==> src/rtl/pipe_chain.sv <==
// Multi-stage instruction pipeline register chain with per-stage stall/flush,
// bubble insertion behind stalls, and youngest-first register forwarding lookup.
module pipe_chain #(
   parameter int DATA_W = 32,
   parameter int STAGES = 4,
   parameter int REG_AW = 5
) (
   input  logic                           clk,
   input  logic                           reset,
   input  logic [DATA_W-1:0]              InD,
   input  logic [REG_AW-1:0]              RdD,
   input  logic                           RegWriteD,
   input  logic                           ValidD,
   input  logic [STAGES-1:0]              Stall,
   input  logic [STAGES-1:0]              Flush,
   input  logic [REG_AW-1:0]              Rs1X,
   input  logic [REG_AW-1:0]              Rs2X,
   output logic [STAGES*DATA_W-1:0]       DataS,
   output logic [STAGES*REG_AW-1:0]       RdS,
   output logic [STAGES-1:0]              RegWriteS,
   output logic [STAGES-1:0]              ValidS,
   output logic [$clog2(STAGES+1)-1:0]    ForwardA,
   output logic [$clog2(STAGES+1)-1:0]    ForwardB,
   output logic [$clog2(STAGES+1)-1:0]    Count,
   output logic                           Empty
);

   localparam int CW = $clog2(STAGES+1);

   logic [DATA_W-1:0] data_q [STAGES];
   logic [DATA_W-1:0] data_d [STAGES];
   logic [REG_AW-1:0] rd_q   [STAGES];
   logic [REG_AW-1:0] rd_d   [STAGES];
   logic [STAGES-1:0] valid_q, valid_d;
   logic [STAGES-1:0] rw_q, rw_d;
   logic [STAGES-1:0] hold_e;
   logic [STAGES-1:0] rw_eff;

   // A stall at stage k freezes every older-input stage below it as well.
   always_comb begin
      logic acc;
      acc = 1'b0;
      for (int k = STAGES-1; k >= 0; k--) begin
         acc       = acc | Stall[k];
         hold_e[k] = acc;
      end
   end

   always_comb begin
      for (int k = 0; k < STAGES; k++) begin
         data_d[k] = data_q[k];
         rd_d[k]   = rd_q[k];
      end
      valid_d = valid_q;
      rw_d    = rw_q;

      if (Flush[0]) begin
         data_d[0]  = '0;
         rd_d[0]    = '0;
         valid_d[0] = 1'b0;
         rw_d[0]    = 1'b0;
      end else if (!hold_e[0]) begin
         data_d[0]  = InD;
         rd_d[0]    = RdD;
         valid_d[0] = ValidD;
         rw_d[0]    = RegWriteD;
      end

      for (int k = 1; k < STAGES; k++) begin
         if (Flush[k] || (!hold_e[k] && hold_e[k-1])) begin
            data_d[k]  = '0;
            rd_d[k]    = '0;
            valid_d[k] = 1'b0;
            rw_d[k]    = 1'b0;
         end else if (!hold_e[k]) begin
            data_d[k]  = data_q[k-1];
            rd_d[k]    = rd_q[k-1];
            valid_d[k] = valid_q[k-1];
            rw_d[k]    = rw_q[k-1];
         end
      end
   end

   always_ff @(posedge clk or posedge reset) begin
      if (reset) begin
         for (int k = 0; k < STAGES; k++) begin
            data_q[k] <= '0;
            rd_q[k]   <= '0;
         end
         valid_q <= '0;
         rw_q    <= '0;
      end else begin
         for (int k = 0; k < STAGES; k++) begin
            data_q[k] <= data_d[k];
            rd_q[k]   <= rd_d[k];
         end
         valid_q <= valid_d;
         rw_q    <= rw_d;
      end
   end

   assign rw_eff = valid_q & rw_q;

   always_comb begin
      for (int k = 0; k < STAGES; k++) begin
         DataS[k*DATA_W +: DATA_W] = data_q[k];
         RdS[k*REG_AW +: REG_AW]   = rd_q[k];
      end
      ValidS    = valid_q;
      RegWriteS = rw_eff;
   end

   // Scan oldest to youngest so the youngest matching stage overrides.
   always_comb begin
      ForwardA = '0;
      ForwardB = '0;
      for (int k = STAGES-1; k >= 0; k--) begin
         if (rw_eff[k] && (rd_q[k] == Rs1X) && (Rs1X != '0))
            ForwardA = CW'(k+1);
         if (rw_eff[k] && (rd_q[k] == Rs2X) && (Rs2X != '0))
            ForwardB = CW'(k+1);
      end
   end

   always_comb begin
      Count = '0;
      for (int k = 0; k < STAGES; k++)
         Count = Count + CW'(valid_q[k]);
   end

   assign Empty = (Count == '0);

endmodule

==> config.mk <==
export PLATFORM = sky130hd
export DESIGN_NAME = pipe_chain
export DESIGN_NICKNAME = d
export VERILOG_FILES = /design/src/rtl/pipe_chain.sv
export SDC_FILE = /design/constraint.sdc
export NUM_CORES = 1
export LEC_CHECK = 0
export BUFFER_PORTS_ARGS = -buffer_cell sky130_fd_sc_hd__buf_4
export CORE_UTILIZATION = 25
export CTS_BUF_LIST = sky130_fd_sc_hd__clkbuf_16
export DETAILED_ROUTE_END_ITERATION = 10
export PLACE_DENSITY_LB_ADDON = 0.1
export SLEW_MARGIN = 20
export SYNTH_ARGS = -nofsm -noshare
export SYNTH_HDL_FRONTEND = slang
export SYNTH_SLANG_ARGS = --single-unit
==> constraint.sdc <==
create_clock -name clk -period 5.59 [get_ports clk]
set_clock_uncertainty 0.2 [all_clocks]
set_input_delay 0.8385 -clock clk [delete_from_list [all_inputs] [get_ports clk]]
set_output_delay 0.8385 -clock clk [all_outputs]
set_load 0.005 [all_outputs]
==> run_results.csv <==
group,metric,value,unit
run_status,outcome,"complete, no violations",
clock_tree,clockBufferDepth,2,
clock_tree,htreeDepth,4,
drt,wirelength,21.1,mm
pwr,power,2.46,mW
synthesis,syn_area_per_cell,10.5,sq um
placement,post-place-ws,2.23,ns
synthesis,netlist.area_leader.share,60.4,%
floorplan,coreArea,25300,sq um
synthesis,synth_edf_count,0,
synthesis,synthTopCellsByCount,"163 x nand2_1, 156 x dfrtp_1, 78 x a22o_1, 41 x clkbuf_1, 40 x a21oi_1",
worst_setup_path,path_class,"in2out",
synthesis,ys_types,33,
clock_tree,cts_buffers,17,
pwr,internal-power,1.83,mW
drt,dr_total_vias,5332,
final_layout,layout.nets,883,
min_path,hold_class,"reg2reg",
timing,tightest_slew,1.13,ns
floorplan,io_pins,225,
final_layout,final_area,9090,sq um
worst_setup_path,slowest_delay,0.51,ns
final_layout,syn_to_final_growth,40.6,%
pwr,sw_frac_of_total,25.6,%
placement,dp_hpwl,14.9,mm
synthesis,ys_top_cells_by_area,"dfrtp_1 60%, a22o_1 11%, nand2_1 9.5%, xnor2_1 3.4%, a21oi_1 3.1%",
drt,wire_per_inst,18.1,microns
clock_tree,cts_hold_buf,0,
pwr,clockPowerShare,46.9,%
synthesis,syn_nets,679,
worst_setup_path,cp_cell_sequence,"buf_4, or4_1, nor2_1, nor4_1, nor4_1, buf_4",
timing,rsz0062_at_grt,"false",
clock_tree,cts.sinks,156,
clock_tree,path_clk_slew,0.07,ns
synthesis,yosysSeqAreaShare,60.4,%
synthesis,syn_area,6470,sq um
floorplan,initial_core_util,25.6,%
timing,min_period,3.38,ns
synthesis,yosysTopAreaCell,"dfrtp_1",
pwr,power.switching,630,uW
worst_setup_path,crit_family,"simple AND/OR/NAND/NOR gates",
pwr,ir_worst_vdd,0.143,mV
worst_setup_path,crit_path_end,"ForwardA[2]",
global_route,grt_pass1_vias,5401,
placement,gp_routability_congestion,0.869,
synthesis,yosysMostFrequentCell,"nand2_1",
worst_setup_path,cp.depth,6,
synthesis,ys_dominant_reg_cell,"dfrtp_1",
timing,fin_ws,2.21,ns
pwr,p_per_area,270,nW/um^2
synthesis,ys_ff_latch,156,
worst_setup_path,start_kind,"input pin",
placement,port_buffers,224,
worst_setup_path,cp.required,4.55,ns
floorplan,die-area,26500,sq um
global_route,grt_max_degree,71,
drt,ant_nets,0,
clock_tree,cts_resized,0,
pwr,leakage,4.39,nW
synthesis,synthCells,617,
global_route,antenna_found_initial,0,
final_layout,diodes,0,
worst_setup_path,worstPathArrival,2.34,ns
floorplan,die_y,163,microns
worst_setup_path,r2r-start,"RdS[4]",
clock_tree,post_cts_buffers,0,
drt,drt-initial-drc-count,247,
worst_setup_path,cp_max_fo,5,
final_layout,nFillCells,2589,
min_path,min-delay-start,"DataS[97]",
synthesis,async_flop_share,100,%
worst_setup_path,worstPathBufferInverterCount,2,
final_layout,seqCellArea,3900,sq um
job,cap_violations,0,
timing,relSlewSlack,24.8,%
drt,drtPass1Iterations,4,
clock_tree,cts_tree,"yes",
global_route,grt_pass1_wl,32.7,mm
floorplan,rows,58,
worst_setup_path,slowest_stage,"or4_1",
timing,tns,0,ns
worst_setup_path,rrSetupSlack,4.49,ns
timing,setup_viol,0,
timing,whs,0.305,ns
worst_setup_path,rr_endpoint,"RdS[9]",
global_route,grt_usage,16.4,%
worst_setup_path,cp-startpoint,"Rs1X[0]",
final_layout,multi_input_area,2380,sq um
drt,drc,0,
floorplan,die_w,163,microns
drt,avgViaCountPerCell,4.58,
pwr,pwr-share-seq,46.6,%
clock_tree,cts_root_buf,"clkbuf_16",
timing,fmax,0.296,GHz
timing,post-route-period-util,60.4,%
clock_tree,clk_latency,0.43,ns
synthesis,yosysWarnings,0,
timing,finalHoldViolations,0,
timing,slew_violations,0,
worst_setup_path,ff2ff_path_depth,2,
global_route,grt-ovfl-total,0,
worst_setup_path,worstSetupEndpointType,"primary output",
pwr,p_comb_share,6.5,%
final_layout,drive_above_1_share,33.1,%
placement,post_dp_cell_area,8480,sq um
## worst min-delay path by stage
stage,to,slack [ns],cells after the start
finish,DataS[97],0.31,1
global route,DataS[121],0.33,1
CTS,DataS[117],0.31,1
detailed placement,DataS[113],0.29,1
global placement,DataS[105],0.29,1
floorplan,rw_q[1],0.27,2
## cell usage in the layout (no fill, tap or decap), types with 2 or more instances in the layout
cell	count
inv_8	4
inv_1	11
inv_6	6
nor4_1	5
nor4_2	2
xnor2_1	25
nor2_1	4
clkinv_4	2
nand4_1	5
clkbuf_16	17
o221ai_1	2
xor2_1	11
ha_1	2
dfrtp_1	156
clkinvlp_4	2
or4_1	3
nand2_1	163
nor3_1	4
a22o_1	78
o21ai_0	39
a221o_1	2
nor2_4	3
buf_4	232
a21oi_1	40
## kinds of logic after synthesis
| family | count (synthesis) | share of synthesized area [%] |
|---|---|---|
| buffers and inverters | 59 | 3.62 |
| AO/OA/AOI/OAI | 165 | 17.8 |
| AND/OR/NAND/NOR | 198 | 12.6 |
| adder cells (fa/ha/maj) | 3 | 0.697 |
| XOR/XNOR | 36 | 4.88 |
| flip-flops | 156 | 60.4 |
## power groups by stage
| stage | sequential [mW] | combinational, mW | clock, mW |
|---|---|---|---|
| 2_1_floorplan | 1.17 | 0.0799 | 0 |
| 3_3_place_gp | 1.17 | 0.158 | 0 |
| 3_5_place_dp | 1.17 | 0.161 | 0 |
| 4_1_cts | 1.15 | 0.161 | 1.19 |
| 5_1_grt | 1.15 | 0.178 | 1.24 |
| 6_report | 1.15 | 0.159 | 1.15 |
## sequential cells by signal, indices dropped and copies added, names as in the netlist
signal / count
DataS: 128
RdS: 20
ValidS: 4
rw_q: 4
## final cells by class
type	count	share of cell area, %
Multi-Input combinational cell	402	26.2
Inverter	11	0.509
Clock buffer	17	4.68
Timing Repair Buffer	233	19.5
Clock inverter	15	1.71
Tap cell	330	4.54
Sequential cell	156	42.9
## stage by stage
step                instances  util [%]
floorplan                 617         -
global placement         1131      33.6
detailed placement       1131      33.6
CTS                      1163      35.9
global route             1164      36.0
finish                   1164      36.0
## worst register-to-register path: stages (launching register included)
cell	delay, ns
dfrtp_1	0.54
nand2_1	0.10
o21ai_0	0.18
## layer usage
metal	track usage (%)	part of all wire, %	up-vias
met1	21.9	45	2610
met3	4.51	6.9	16
met5	0	0	-
li1	-	-	2545
met2	26.0	47	161
met4	4.16	0.99	0
No activity file was read; power rests on OpenSTA's default activity.
